[config.mk]
export PLATFORM = sky130hd
export DESIGN_NAME = simple_adder_8bit
export DESIGN_NICKNAME = d
export VERILOG_FILES = /design/src/rtl/simple_adder_8bit.sv
export SDC_FILE = /design/constraint.sdc
export NUM_CORES = 1
export LEC_CHECK = 0
export ABC_AREA = 1
export BUFFER_PORTS_ARGS = -buffer_cell sky130_fd_sc_hd__buf_2
export CAP_MARGIN = 0
export CORE_MARGIN = 4
export CORE_UTILIZATION = 40
export CTS_BUF_LIST = sky130_fd_sc_hd__clkbuf_8
export DETAILED_ROUTE_END_ITERATION = 12
export PLACE_DENSITY = 0.73
export REMOVE_ABC_BUFFERS = 1
export SYNTH_ARGS = -nofsm -noshare
export SYNTH_HDL_FRONTEND = slang
export SYNTH_SLANG_ARGS = --single-unit
[constraint.sdc]
create_clock -name clk -period 0.8 [get_ports clk]
set_input_delay 0.08 -clock clk [delete_from_list [all_inputs] [get_ports clk]]
set_output_delay 0.08 -clock clk [all_outputs]
set_load 0.005 [all_outputs]
[src/rtl/simple_adder_8bit.sv]
// Registered ripple-carry adder: sum = a + b + cin with carry-out, signed
// overflow and zero flags, one cycle of latency.
module simple_adder_8bit #(
    parameter int WIDTH = 8
) (
    input  logic             clk,
    input  logic             rst_n,
    input  logic             in_valid,
    input  logic [WIDTH-1:0] a,
    input  logic [WIDTH-1:0] b,
    input  logic             cin,
    output logic [WIDTH-1:0] sum,
    output logic             cout,
    output logic             overflow,
    output logic             zero,
    output logic             out_valid
);

    logic [WIDTH-1:0] sum_p0;
    logic             cout_p0;
    logic             ovf_p0;
    logic             zero_p0;
    logic             carry;
    logic             carry_msb;

    logic [WIDTH-1:0] sum_p1;
    logic             cout_p1;
    logic             ovf_p1;
    logic             zero_p1;
    logic             vld_p1;

    function automatic logic fa_sum(input logic x, input logic y, input logic c);
        return x ^ y ^ c;
    endfunction

    function automatic logic fa_carry(input logic x, input logic y, input logic c);
        return (x & y) | ((x ^ y) & c);
    endfunction

    // Stage p0: combinational ripple chain; carry_msb keeps the carry into
    // the MSB so overflow can be formed from the last two carries.
    always_comb begin
        sum_p0    = '0;
        carry     = cin;
        carry_msb = 1'b0;
        for (int i = 0; i < WIDTH; i++) begin
            sum_p0[i] = fa_sum(a[i], b[i], carry);
            carry_msb = carry;
            carry     = fa_carry(a[i], b[i], carry);
        end
        cout_p0 = carry;
        ovf_p0  = carry ^ carry_msb;
        zero_p0 = (sum_p0 == '0);
    end

    // Stage p1: result registers; data holds when no valid input arrives.
    always_ff @(posedge clk or negedge rst_n) begin
        if (!rst_n) begin
            sum_p1  <= '0;
            cout_p1 <= 1'b0;
            ovf_p1  <= 1'b0;
            zero_p1 <= 1'b0;
            vld_p1  <= 1'b0;
        end else begin
            vld_p1 <= in_valid;
            if (in_valid) begin
                sum_p1  <= sum_p0;
                cout_p1 <= cout_p0;
                ovf_p1  <= ovf_p0;
                zero_p1 <= zero_p0;
            end
        end
    end

    assign sum       = sum_p1;
    assign cout      = cout_p1;
    assign overflow  = ovf_p1;
    assign zero      = zero_p1;
    assign out_valid = vld_p1;

endmodule

# Word-level counts from Yosys, hierarchy flattened
# Index checks and enable logic that the tools add are counted.
# totals
ff_bits,12
latchBits,0
ramBits,0
rom_bits,0
in_bits,20
output_inout_bits,12
memories,0
# classes
n_addsub,0
mul,0
div,0
order_cmp,0
eq_ne,0
shift,0
n_mux,0
bitwise,41
n_reduce_logical,1
# ops
operator,count
$xor 1x1->1,17
$and 1x1->1,16
$logic_not 8->1,1
$or 1x1->1,8

# Depth between registers and ports, before layout
# Gate-level depths: netlist of the first run.
# depth
ltp_word,18
mapped_depth,13
depth_no_buf,13

# Least setup slack after synthesis of the first run
# No wires, ideal clock.
# synth_timing
path_kind,in2reg
start,input port a[0]
end,"register zero_p1, in the netlist zero"
t_arrival_ns,3.510
setup_slack_ns,-2.827
stages,13
n_path_buf,0
cell_sequence,fa_1 fa_1 fa_1 fa_1 fa_1 fa_1 fa_1 inv_1 fa_1 nand2_1 nor2_1 nand3_1 nand2_1
# synth_between
elab_chain_len,17
word_cells_on_any_way,25
cone_classes,bitwise (24); reduce/logical (1)
# synth_rtl
element,line,source
"start, declared",9,"input logic [WIDTH-1:0] a,"
$xor 1x1->1,"33, 37",
$and 1x1->1,37,return (x & y) | ((x ^ y) & c);
$or 1x1->1,37,
$and 1x1->1,37,
$or 1x1->1,37,
$and 1x1->1,37,
$or 1x1->1,37,
$and 1x1->1,37,
$or 1x1->1,37,
$and 1x1->1,37,
$or 1x1->1,37,
$and 1x1->1,37,
$or 1x1->1,37,
$and 1x1->1,37,
$or 1x1->1,37,
$xor 1x1->1,33,return x ^ y ^ c;
$logic_not 8->1 (*),53,zero_p0 = (sum_p0 == '0);
"end signal, assigned",70,zero_p1 <= zero_p0;
"end, declared",29,logic zero_p1;
# Mark *: on every way between the ends. The rest lies on a longest branch, timed or not.
# A chain may end at the register's enable or synchronous reset.

# Final worst setup path of the first run
# Ends and elaborated chain as after synthesis.

==> impl_summary.txt, run 1 <==
----------------------------------------------------
[Status]
  Outcome ... complete, but fails checks
  Violated checks ... negative setup slack

[Worst setup path]
  Maximum single-stage delay on the critical path ... about 0.42 ns
  Critical-path cell list ... buf_6, fa_2, fa_2, fa_2, fa_2, fa_2, fa_2, fa_2, inv_2, fa_1, nand2_1, nor2_1, nand3_1, nand2_1
  Crit start category ... primary input
  Crit path capture type ... register
  CP Max Fanout ... 2
  Type of the worst setup path ... primary input to register
  Arrival time of data at the critical path endpoint ... approximately 3.4 ns
  Slowest cell on the critical path ... sky130_fd_sc_hd__fa_1
  Worst path required time ... slightly above 0.9 ns
  Buffers & Inverters on Critical Path ... 2
  Most numerous cell on the critical path ... sky130_fd_sc_hd__fa_2
  Top Family by Delay on Critical Path ... adder cells

[Power]
  Highest ir drop seen on vdd ... around 0.0011 V
  Reported leakage power ... roughly 0.00055 uW
  Design internal power ... around 1500 uW
  Areal power density over the cells ... a little under 2000 nW/um^2
  Switching part of the total power ... a little over a quarter
  Switching pwr ... between 500 and 600 uW
  Portion of total power attributed to the clock network ... 32.5%
  Part of the power in registers ... a little over a third
  Combinational cell fraction of total power ... between 30 and 40%

[Clock network]
  Sink Count ... 12
  Number of buffers inserted during clock tree synthesis ... 3
  H-tree depth reported by CTS ... 1
  Clock network latency to the later pin of the worst-skew pair ... between 0.2 and 0.25 ns
  Clock transition at the register clock pins on the worst setup and hold paths after CTS ... about 0.05 ns
  Clk buf depth ... 2
  TritonCTS clock tree ... built
  Root buffer cell ... sky130_fd_sc_hd__clkbuf_8

[Final layout]
  Non-Filler Instances ... ~130
  Final-stage net count ... 139
  Most common cell after layout, fill and taps aside ... sky130_fd_sc_hd__buf_2
  Most frequent cells in the layout ... 30 x sky130_fd_sc_hd__buf_2, 19 x sky130_fd_sc_hd__nand2_1, 13 x sky130_fd_sc_hd__buf_4
  Area growth from synthesis to final layout ... 54.7%
  Antenna Cells ... 0
  Layout cell share with drive strength beyond 1 ... approximately three fifths

[Placement]
  Number of buffer cells added on primary ports ... 31
  Placer's final routability congestion estimate ... 0.678
  Post-DP HPWL ... 1220 microns
  Placed Instances ... roughly 120

[Routing]
  Drt first-iter violations ... 8
  Total via count in the routed design ... around 580
  Aggregate routed wire length ... between 1000 and 1500 microns
  Final routed wire length divided by cell count ... approximately 12 microns
  # DRC ... 0
  Routed via count divided by cell count ... ~4.6
  Number of nets with antenna violations after routing ... 0
  First-pass detailed-route iteration total ... 4

[Synthesis]
  Syn_area_per_cell ... ~11 sq um
  Simple logic cell fraction of the synthesized area ... 14.2%
  Adder-cell area share of the yosys netlist ... between 20% and 30%
  Xor and xnor fraction of the mapped netlist area ... 1.33%
  Sequential element share of the synthesized area ... 45.5%
  Mux cell area share after synthesis ... 0%
  Synth warnings ... 0
  Main combinational cell family by area after synthesis ... adder cells
  Library cells used by synthesis ... 13
  Area of the mapped netlist ... 661 sq um
  Synth Register Bits ... 12
  Fraction of the mapped netlist area in compound gates ... around 8.5%
  Count of mapped cells out of synthesis ... 61

[Floorplanning]
  Floorplan Core Area ... between 1500 and 2000 sq um
  Number of placement rows ... 14
  Vertical die dimension ... a little under 50 microns
  Starting density of the core ... ~43%
  Area enclosed by the die boundary ... ~2400 sq um
  Die W ... ~50 microns
  Number of top-level design ports ... 32

[Timing]
  Setup repair after global routing missed its margin ... yes
  Clock period minus worst slack ... 3.21 ns
  Total Negative Setup Slacks ... -16.02 ns
  Final-report max-slew violation count ... 0
  Slew at the pin with the worst max-slew slack ... ~0.28 ns
  Worst clock skew ... 0 ns
  Crit path setup slack, layout ... -2.41 ns
  Final number of hold-violating endpoints ... 0
  Final worst path period share ... 402%
  Relative slew margins ... around four fifths
  Count of final setup violators ... 22
  Peak clock frequency supported by timing ... ~0.31 GHz

[GRT]
  Initial antenna violation count ... 0
  Maximum number of pins on one net before global-route repair ... 13
  Vias in the first global route ... roughly 650
  Wire length of the first global-routing pass ... around 2500 microns
  GR Overflow Total ... 0
  GRT Util Overall ... a little over an eighth

[Hold path]
  Hold crit path type ... primary input to register

[Run]
  Max_cap viols ... 0

----------------------------------------------------
synthesized netlist by cell type:
cell type / number / share of area, %
sky130_fd_sc_hd__nand2_1: 19 / 11
sky130_fd_sc_hd__dfrtp_1: 12 / 45
sky130_fd_sc_hd__fa_1: 8 / 24
sky130_fd_sc_hd__inv_1: 7 / 4.0
sky130_fd_sc_hd__o21ai_2: 5 / 6.6
sky130_fd_sc_hd__nor2_1: 3 / 1.7
sky130_fd_sc_hd__buf_6: 1 / 1.7
sky130_fd_sc_hd__inv_2: 1 / 0.57
sky130_fd_sc_hd__nand2_2: 1 / 0.95
sky130_fd_sc_hd__nand3_1: 1 / 0.76
sky130_fd_sc_hd__o21a_1: 1 / 1.1
sky130_fd_sc_hd__o21ai_0: 1 / 0.76
sky130_fd_sc_hd__xor2_1: 1 / 1.3
flip-flops by register name, indices dropped and copies added (netlist names):
| name | flops |
|---|---|
| overflow | 1 |
| sum | 8 |
| zero | 1 |
| cout | 1 |
| out_valid | 1 |
path summary, 6_finish.rpt:
kind	start	to	slack, ns	cells after the start
setup / recovery	a[0]	zero$_DFFE_PN0P_	-2.41	14
hold / removal	in_valid	out_valid$_DFF_PN0_	0.008	1
setup reg to reg	sum[3]$_DFFE_PN0P_	sum[3]$_DFFE_PN0P_	0.08	3
hold reg to reg	sum[1]$_DFFE_PN0P_	sum[1]$_DFFE_PN0P_	0.48	2
max in group asynchronous	rst_n	sum[3]$_DFFE_PN0P_	0.34	2
min in group asynchronous	rst_n	sum[0]$_DFFE_PN0P_	0.25	2
final cells by class:
type / instances / area (sq um)
well taps: 16 / 20.0
inverters: 8 / 30.0
clock buffers: 4 / 55.1
fillers: 137 / 519
repair buffers: 46 / 280
multi-input cells: 40 / 337
flip-flops and latches: 12 / 300
power groups by stage:
stage / sequential [uW] / combinational, uW / clock (uW)
5_1_grt: 755 / 702 / 700
3_3_place_gp: 751 / 501 / 0
4_1_cts: 743 / 627 / 670
2_1_floorplan: 765 / 233 / 0
3_5_place_dp: 756 / 519 / 0
6_report: 741 / 631 / 662
metal layers:
layer / track usage, % / wire length, microns / part of all wire [%] / up-vias
met3: 5.83 / 121 / 8.1 / 0
met5: 0 / 0 / 0 / -
li1: - / - / - / 280
met1: 13.8 / 577 / 39 / 272
met2: 24.6 / 788 / 53 / 24
met4: 1.35 / 0 / 0 / 0
timing repair:
item,4_1_cts,5_1_grt
buffers inserted,5,1
hold endpoints to repair,12,0
resized for setup,13,0
setup endpoints to repair,22,22
pin swaps,11,5
hold buffers,1,0
per-stage QoR:
step	utilization, %	total power [uW]	instance area (sq um)	hold WS [ns]	setup WS (ns)
2_1_floorplan	-	998	649	-0.216	-2.83
3_3_place_gp	57.4	1250	885	-0.0279	-3.01
3_5_place_dp	57.4	1280	885	-0.0249	-3.03
4_1_cts	65.8	2040	1010	0.00536	-2.42
5_1_grt	66.3	2160	1020	0.00452	-2.50
6_report	66.3	2030	1020	0.00829	-2.41
cells by family after synthesis:
family          Yosys count
buf+inv                   9
fa+ha+maj                 8
compound gates            7
flops                    12
simple gates             24
xor+xnor                  1
Power figures use the tool's default switching activity.
==> inputs of run 2 (changes only) <==
--- a/config.mk
+++ b/config.mk
@@ -5,14 +5,13 @@
 export SDC_FILE = /design/constraint.sdc
 export NUM_CORES = 1
 export LEC_CHECK = 0
-export ABC_AREA = 1
 export BUFFER_PORTS_ARGS = -buffer_cell sky130_fd_sc_hd__buf_2
 export CAP_MARGIN = 0
 export CORE_MARGIN = 4
-export CORE_UTILIZATION = 40
+export CORE_UTILIZATION = 29
 export CTS_BUF_LIST = sky130_fd_sc_hd__clkbuf_8
 export DETAILED_ROUTE_END_ITERATION = 12
-export PLACE_DENSITY = 0.73
+export PLACE_DENSITY = 0.55
 export REMOVE_ABC_BUFFERS = 1
 export SYNTH_ARGS = -nofsm -noshare
 export SYNTH_HDL_FRONTEND = slang
==> run 2 against run 1 <==
  * The run still ends with negative setup slack left
  * Critical path depth shrank 2
  * Clock skew did not move
  * Clock power about the same
  * First-iteration DRC count down 63%
  * Combinational power rose by 4.3%
  * Non-clock buffer count fell by 7
  * Register-to-register slack got worse by 0.08 ns
  * Global-route usage down 2.6 points
==> impl_summary.txt, run 2 <==
----------------------------------------------------
[Status]
  Outcome ... complete, but fails checks
  Violated checks ... negative setup slack

[Worst setup path]
  Type of the worst setup path ... primary input to register
  Crit start category ... primary input
  Arrival time of data at the critical path endpoint ... 3.49 ns (+0.14 ns)
  CP Max Fanout ... 2 (unchanged)
  Worst path required time ... 0.93 ns (about the same)
  Crit path capture type ... register

[Power]
  Portion of total power attributed to the clock network ... 31.6% (-0.9 points)
  Combinational cell fraction of total power ... 31.2% (+0.2 points)
  Highest ir drop seen on vdd ... 0.00113 V (+4.2%)
  Areal power density over the cells ... 2090 nW/um^2 (+5.1%)
  Design internal power ... 1570 uW (+6.1%)
  Total chip power ... 2110 uW (+3.7%)
  Switching pwr ... 535 uW (-2.9%)
  Switching part of the total power ... 25.4% (-1.7 points)
  Reported leakage power ... 0.000495 uW (-9.4%)
  Part of the power in registers ... 37.2% (+0.8 points)

[Timing]
  Final number of hold-violating endpoints ... 0 (unchanged)
  Peak clock frequency supported by timing ... 0.297 GHz (-4.5%)
  Final-report max-slew violation count ... 0 (unchanged)
  Final worst path period share ... 421% (+19 points)
  Setup repair after global routing missed its margin ... yes
  Slew at the pin with the worst max-slew slack ... 0.355 ns (+0.0762 ns)
  Count of final setup violators ... 21 (-4.5%)
  Clock period minus worst slack ... 3.37 ns (+0.152 ns)
  Total Negative Setup Slacks ... -16.91 ns (-0.892 ns)
  Relative slew margins ... 76.3% (-5.1 points)
  Crit path setup slack, layout ... -2.57 ns (-0.152 ns)
  Worst clock skew ... 0 ns (unchanged)

[GRT]
  GR Overflow Total ... 0 (unchanged)
  Grt peak-use layer ... met2
  Initial antenna violation count ... 0 (unchanged)
  Wire length of the first global-routing pass ... 2560 microns (+3.3%)
  Maximum number of pins on one net before global-route repair ... 14 (+1)
  GRT Util Overall ... 10.6% (-2.6 points)
  Met3 routing resource usage after global routing ... 5.10% (-0.72 points)
  Met2 usage ... 17.2% (-7.4 points)
  GR Util met1 ... 11.9% (-1.9 points)
  Vias in the first global route ... 591 (-9.6%)

[Routing]
  Routed via count divided by cell count ... 4.32 (-5.5%)
  Final routed wire length divided by cell count ... 13.1 microns (+11%)
  First-pass detailed-route iteration total ... 2 (-2)
  # DRC ... 0 (unchanged)
  Drt first-iter violations ... 3 (-5)
  Number of nets with antenna violations after routing ... 0 (unchanged)
  Aggregate routed wire length ... 1460 microns (-1.5%)
  Total via count in the routed design ... 484 (-16%)

[Synthesis]
  Most used standard cells in the synthesized netlist ... 12 x sky130_fd_sc_hd__dfrtp_1, 8 x sky130_fd_sc_hd__fa_1, 8 x sky130_fd_sc_hd__mux2_4
  Top cells by area in the synthesized netlist ... sky130_fd_sc_hd__dfrtp_1 45%, sky130_fd_sc_hd__fa_1 24%, sky130_fd_sc_hd__mux2_4 18%
  Post-synthesis async set-or-reset flop share ... 100% (unchanged)
  Count of mapped cells out of synthesis ... 42 (-31%)
  Library cells used by synthesis ... 13 (unchanged)
  Syn_area_per_cell ... 16.0 sq um (+47%)
  Sequential element share of the synthesized area ... 44.8% (-0.68 points)
  Area of the mapped netlist ... 671 sq um (+1.5%)
  Leading cell type by number of instances after synthesis ... sky130_fd_sc_hd__dfrtp_1
  Portion of synthesized cell area occupied by the leading cell type ... 44.8% (-0.68 points)
  Synth Register Bits ... 12 (unchanged)
  Cell type with the highest aggregate area in the netlist ... sky130_fd_sc_hd__dfrtp_1
  Synth warnings ... 0 (unchanged)
  Number of flops mapped to enable cells by yosys ... 0 (unchanged)
  Main flop type after synthesis ... sky130_fd_sc_hd__dfrtp_1

[Floorplanning]
  Vertical die dimension ... 56.1 microns (+15%)
  Floorplan Core Area ... 2210 sq um (+44%)
  Number of placement rows ... 17 (+3)
  Die W ... 56.1 microns (+15%)
  Number of top-level design ports ... 32 (unchanged)
  Area enclosed by the die boundary ... 3150 sq um (+33%)
  Starting density of the core ... 30.3% (-13 points)

[Final layout]
  Sequential standard cell area ... 300 sq um (unchanged)
  Total of fill cells in the finished design ... 215 (+57%)
  Antenna Cells ... 0 (unchanged)
  Most frequent cells in the layout ... 30 x sky130_fd_sc_hd__buf_2, 12 x sky130_fd_sc_hd__dfrtp_1, 8 x sky130_fd_sc_hd__mux2_4, 8 x sky130_fd_sc_hd__fa_2, 5 x sky130_fd_sc_hd__buf_4
  Final instance area ... 1010 sq um (-1.3%)
  Most common cell after layout, fill and taps aside ... sky130_fd_sc_hd__buf_2
  Area of the multi-input gates ... 369 sq um (+9.7%)
  Layout cell share with drive strength beyond 1 ... 73.8% (+13 points)
  Number of flip-flops under the largest register name ... 8 (unchanged)
  Area growth from synthesis to final layout ... 50.4%
  Final-stage net count ... 113 (-19%)

[Clock network]
  Clock transition at the register clock pins on the worst setup and hold paths after CTS ... 0.06 ns (about the same)
  TritonCTS clock tree ... built
  Sink Count ... 12 (unchanged)
  Clk buf depth ... 2 (unchanged)
  Number of buffers inserted during clock tree synthesis ... 3 (unchanged)
  H-tree depth reported by CTS ... 1 (unchanged)
  Root buffer cell ... sky130_fd_sc_hd__clkbuf_8
  Clock network latency to the later pin of the worst-skew pair ... 0.24 ns (about the same)

[Placement]
  Post-DP HPWL ... 1200 microns (-2.4%)
  Number of buffer cells added on primary ports ... 31 (unchanged)
  Place WS ... -3.22 ns (-0.188 ns)
  Placement Cell Area ... 880 sq um (-0.57%)
  Placer's final routability congestion estimate ... 0.706 (+4.0%)

[Run]
  Max_cap viols ... 0 (unchanged)

[Hold path]
  Hold crit path type ... primary input to register

----------------------------------------------------
-- run 2: changes by cell type after synthesis, moves of 2 or more --
cell,previous run,this run
sky130_fd_sc_hd__o21ai_2,5,0
sky130_fd_sc_hd__nand2b_1,0,2
sky130_fd_sc_hd__inv_1,7,3
sky130_fd_sc_hd__nor2_1,3,0
sky130_fd_sc_hd__o21ai_1,0,2
sky130_fd_sc_hd__nand2_1,19,0
sky130_fd_sc_hd__mux2_4,0,8
-- run 2: path summary, 6_finish.rpt --
kind	endpoint	slack, ns	cells past startpoint	startpoint
max reg2reg	zero$_DFFE_PN0P_	0	2	zero$_DFFE_PN0P_
max	zero$_DFFE_PN0P_	-2.57	12	a[0]
min in group asynchronous	sum[5]$_DFFE_PN0P_	0.25	2	rst_n
min reg2reg	sum[2]$_DFFE_PN0P_	0.51	1	sum[2]$_DFFE_PN0P_
max in group asynchronous	sum[2]$_DFFE_PN0P_	0.33	2	rst_n
min	out_valid$_DFF_PN0_	0.15	1	in_valid
-- run 2: area by class of cell --
class	count	share of cell area (%)
Clock buffer	4	5.46
Inverter	4	1.74
Multi-Input combinational cell	25	36.6
Sequential cell	12	29.8
Tap cell	28	3.47
Timing Repair Buffer	39	23.0
-- run 2: what timing repair did --
| action | CTS | global route |
|---|---|---|
| endpoints found under the setup margin | 22 | 22 |
| pin swaps | 1 | 3 |
| resized for setup | 11 | 3 |
| setup buffers | 3 | 2 |
| endpoints found under the hold margin | 12 | 0 |
| hold buffers | 1 | 0 |
-- run 2: metal layers --
metal  vias to the layer above  routed length (microns)
li1                        221                        -
met4                         0                       16
met2                        21                      750
met1                       240                      584
met3                         2                      112
met5                         -                        0
-- run 2: cells by family after synthesis --
logic type | count (synthesis) | share of synthesized area [%]
mux | 8 | 17.9
flops | 12 | 44.8
xor+xnor | 1 | 1.31
fa+ha+maj | 8 | 23.9
compound gates | 3 | 2.99
buf+inv | 5 | 4.29
simple gates | 5 | 4.85
-- run 2: per-stage QoR --
step           util (%)  instances  hold WS (ns)
5_1_grt            45.6        112         0.160
4_1_cts            45.1        112         0.154
6_report           45.6        112         0.152
3_5_place_dp       39.8        104       -0.0175
2_1_floorplan         -         41        -0.216
3_3_place_gp       39.8        104       -0.0242
-- run 2: power by group through the flow --
stage	Combinational [uW]	Clock [uW]	Sequential, uW
after floorplan	284	0	801
after global placement	587	0	791
after detailed placement	602	0	793
after CTS	666	694	785
after global routing	727	717	796
final	658	665	784
-- run 2: critical path, cell delays in order --
cell,delay [ns]
sky130_fd_sc_hd__buf_6,0.09
sky130_fd_sc_hd__fa_2,0.38
sky130_fd_sc_hd__fa_2,0.35
sky130_fd_sc_hd__fa_2,0.34
sky130_fd_sc_hd__fa_2,0.34
sky130_fd_sc_hd__fa_2,0.34
sky130_fd_sc_hd__fa_2,0.34
sky130_fd_sc_hd__fa_2,0.35
sky130_fd_sc_hd__inv_2,0.06
sky130_fd_sc_hd__fa_2,0.43
sky130_fd_sc_hd__nor3b_1,0.15
sky130_fd_sc_hd__a32o_1,0.21
==> inputs of run 3 (changes only) <==
--- a/config.mk
+++ b/config.mk
@@ -7,6 +7,7 @@
 export LEC_CHECK = 0
 export BUFFER_PORTS_ARGS = -buffer_cell sky130_fd_sc_hd__buf_2
 export CAP_MARGIN = 0
+export CORE_ASPECT_RATIO = 1.5
 export CORE_MARGIN = 4
 export CORE_UTILIZATION = 29
 export CTS_BUF_LIST = sky130_fd_sc_hd__clkbuf_8
==> constraint.sdc (replaced) <==
create_clock -name clk -period 0.8 [get_ports clk]
set_input_delay 0.08 -clock clk [delete_from_list [all_inputs] [get_ports clk]]
set_output_delay 0.08 -clock clk [all_outputs]
set_load 0.1 [all_outputs]
==> run 3 against run 2 <==
  * The flow still finishes with violations (negative setup slack)
  * Maximum frequency decreased by 0.13%
  * Core utilization increased by 15 points
  * Non-clock buffer count up 18
  * Worst hold slack better by 0.0049 ns
  * Total power rose by 74%
  * Wire length grew 10%
  * Critical path type unchanged
  * Largest cell class is now non-clock buffers
==> impl_summary.txt, run 3 (synthesized netlist as in run 2, its figures left out) <==
----------------------------------------------------
[Placement]
  Placement Cell Area ... 1120 sq um (+27%)
  Place WS ... -3.19 ns (+0.0292 ns)
  Placer's final routability congestion estimate ... 0.740 (+4.8%)
  Number of buffer cells added on primary ports ... 31 (unchanged)
  Placed Instances ... 108 (+3.8%)

[Clock network]
  Sink Count ... 12 (unchanged)
  Clock transition at the register clock pins on the worst setup and hold paths after CTS ... 0.05 ns (about the same)
  Root buffer cell ... sky130_fd_sc_hd__clkbuf_8
  Clock network latency to the later pin of the worst-skew pair ... 0.23 ns (about the same)
  H-tree depth reported by CTS ... 1 (unchanged)
  Number of buffers inserted during clock tree synthesis ... 3 (unchanged)
  TritonCTS clock tree ... built
  Clk buf depth ... 2 (unchanged)

[GRT]
  Wire length of the first global-routing pass ... 2750 microns (+7.3%)
  GR Overflow Total ... 0 (unchanged)
  Vias in the first global route ... 656 (+11%)
  GRT Util Overall ... 12.4% (+1.8 points)
  Initial antenna violation count ... 0 (unchanged)
  Maximum number of pins on one net before global-route repair ... 14 (unchanged)

[Run]
  Max_cap viols ... 0 (unchanged)

[Timing]
  Slew at the pin with the worst max-slew slack ... 0.357 ns (+0.00225 ns)
  Final number of hold-violating endpoints ... 0 (unchanged)
  Final-report max-slew violation count ... 0 (unchanged)
  Count of final setup violators ... 23 (+9.5%)
  Peak clock frequency supported by timing ... 0.297 GHz (-0.13%)
  Relative slew margins ... 76.2% (-0.15 points)
  Clock period minus worst slack ... 3.37 ns (+0.00446 ns)
  Final worst path period share ... 421% (+0.56 points)
  Worst Hold Slack ... 0.157 ns (+0.00488 ns)
  Crit path setup slack, layout ... -2.57 ns (-0.00446 ns)
  Setup repair after global routing missed its margin ... yes
  Worst clock skew ... 0 ns (unchanged)

[Worst setup path]
  Top Family by Delay on Critical Path ... adder cells
  Type of the worst setup path ... primary input to register
  Most numerous cell on the critical path ... sky130_fd_sc_hd__fa_2
  Crit path capture type ... register
  Crit start category ... primary input
  Slowest cell on the critical path ... sky130_fd_sc_hd__fa_2
  Buffers & Inverters on Critical Path ... 2 (unchanged)
  Maximum single-stage delay on the critical path ... 0.42 ns (about the same)
  Worst path required time ... 0.92 ns (about the same)
  CP Max Fanout ... 2 (unchanged)
  Critical-path cell list ... buf_6, fa_2, fa_2, fa_2, fa_2, fa_2, fa_2, fa_2, inv_2, fa_2, nor3b_1, a32o_1
  Arrival time of data at the critical path endpoint ... 3.49 ns (about the same)

[Status]
  Violated checks ... negative setup slack
  Outcome ... complete, but fails checks

[Routing]
  Aggregate routed wire length ... 1620 microns (+10%)
  First-pass detailed-route iteration total ... 2 (unchanged)
  Routed via count divided by cell count ... 4.35 (+0.59%)
  Final routed wire length divided by cell count ... 13.0 microns (-0.24%)
  Drt first-iter violations ... 4 (+1)
  Total via count in the routed design ... 539 (+11%)
  # DRC ... 0 (unchanged)
  Number of nets with antenna violations after routing ... 0 (unchanged)

[Final layout]
  Antenna Cells ... 0 (unchanged)
  Most frequent cells in the layout ... 18 x sky130_fd_sc_hd__buf_2, 16 x sky130_fd_sc_hd__buf_6, 12 x sky130_fd_sc_hd__dfrtp_1, 12 x sky130_fd_sc_hd__buf_12, 10 x sky130_fd_sc_hd__buf_4
  Most common cell after layout, fill and taps aside ... sky130_fd_sc_hd__buf_2
  Non-Filler Instances ... 124 (+11%)
  Area growth from synthesis to final layout ... 102%
  Number of flip-flops under the largest register name ... 8 (unchanged)
  Layout cell share with drive strength beyond 1 ... 78.2% (+4.4 points)
  Final-stage net count ... 131 (+16%)
  Final instance area ... 1350 sq um (+34%)

[Floorplanning]
  Floorplan Core Area ... 2230 sq um (+0.96%)
  Die W ... 47.3 microns (-16%)
  Number of top-level design ports ... 32 (unchanged)
  Vertical die dimension ... 66.9 microns (+19%)
  Number of placement rows ... 21 (+4)
  Starting density of the core ... 30.0% (-0.29 points)
  Area enclosed by the die boundary ... 3160 sq um (+0.50%)

[Power]
  Highest ir drop seen on vdd ... 0.00158 V (+40%)
  Areal power density over the cells ... 2720 nW/um^2 (+30%)
  Reported leakage power ... 0.000651 uW (+32%)

[Hold path]
  Hold crit path type ... primary input to register

----------------------------------------------------
==> run 3: per-layer routing <==
layer	track usage, %	routed length [microns]	part of all wire [%]
met2	22.8	987	61
met5	0	0	0
met3	2.43	111	6.9
met4	5.19	22	1.4
met1	12.6	495	31
==> run 3: report_power, final <==
| group | switching (uW) | internal, uW | leakage (uW) |
|---|---|---|---|
| clock network | 197 | 330 | 0.0000216 |
| logic | 1230 | 1100 | 0.000486 |
| registers | 90.6 | 725 | 0.000144 |
==> run 3: final timing paths <==
path,from,endpoint,slack [ns],depth (start not counted)
worst max-delay path,a[0],zero$_DFFE_PN0P_,-2.57,12
worst min-delay path,in_valid,out_valid$_DFF_PN0_,0.16,1
worst max register to register,overflow$_DFFE_PN0P_,overflow$_DFFE_PN0P_,-0.11,2
worst min register to register,sum[6]$_DFFE_PN0P_,sum[6]$_DFFE_PN0P_,0.54,1
max in group asynchronous,rst_n,sum[0]$_DFFE_PN0P_,0.34,2
min in group asynchronous,rst_n,sum[7]$_DFFE_PN0P_,0.25,2
==> run 3: cell type report <==
class	instances	area, sq um
tap	23	28.8
timing repair buffer	57	596
inverter	4	17.5
fill	166	881
sequential	12	300
multi-input combinational	25	369
clock buffer	3	41.3
==> run 3: worst register-to-register path: stages, from the launching register on <==
cell and delay [ns]:
sky130_fd_sc_hd__dfrtp_1 0.39, sky130_fd_sc_hd__buf_4 0.14, sky130_fd_sc_hd__mux2_4 0.26
==> run 3: what timing repair did <==
item                                    in CTS  in global routing
gates cloned                                 0                  0
buffers inserted                             8                  4
gates resized for setup                     21                  6
endpoints found under the setup margin      23                 23
hold endpoints to repair                    12                  0
pin swaps                                    1                  1
hold buffers                                 1                  0
==> run 3: per-stage QoR <==
step | total power (uW) | TNS [ns] | util (%)
floorplan | 1930 | -22.22 | -
global placement | 2830 | -22.28 | 50.2
detailed placement | 2850 | -22.58 | 50.2
CTS | 3650 | -18.93 | 58.3
global route | 3850 | -20.03 | 60.6
finish | 3680 | -19.10 | 60.6
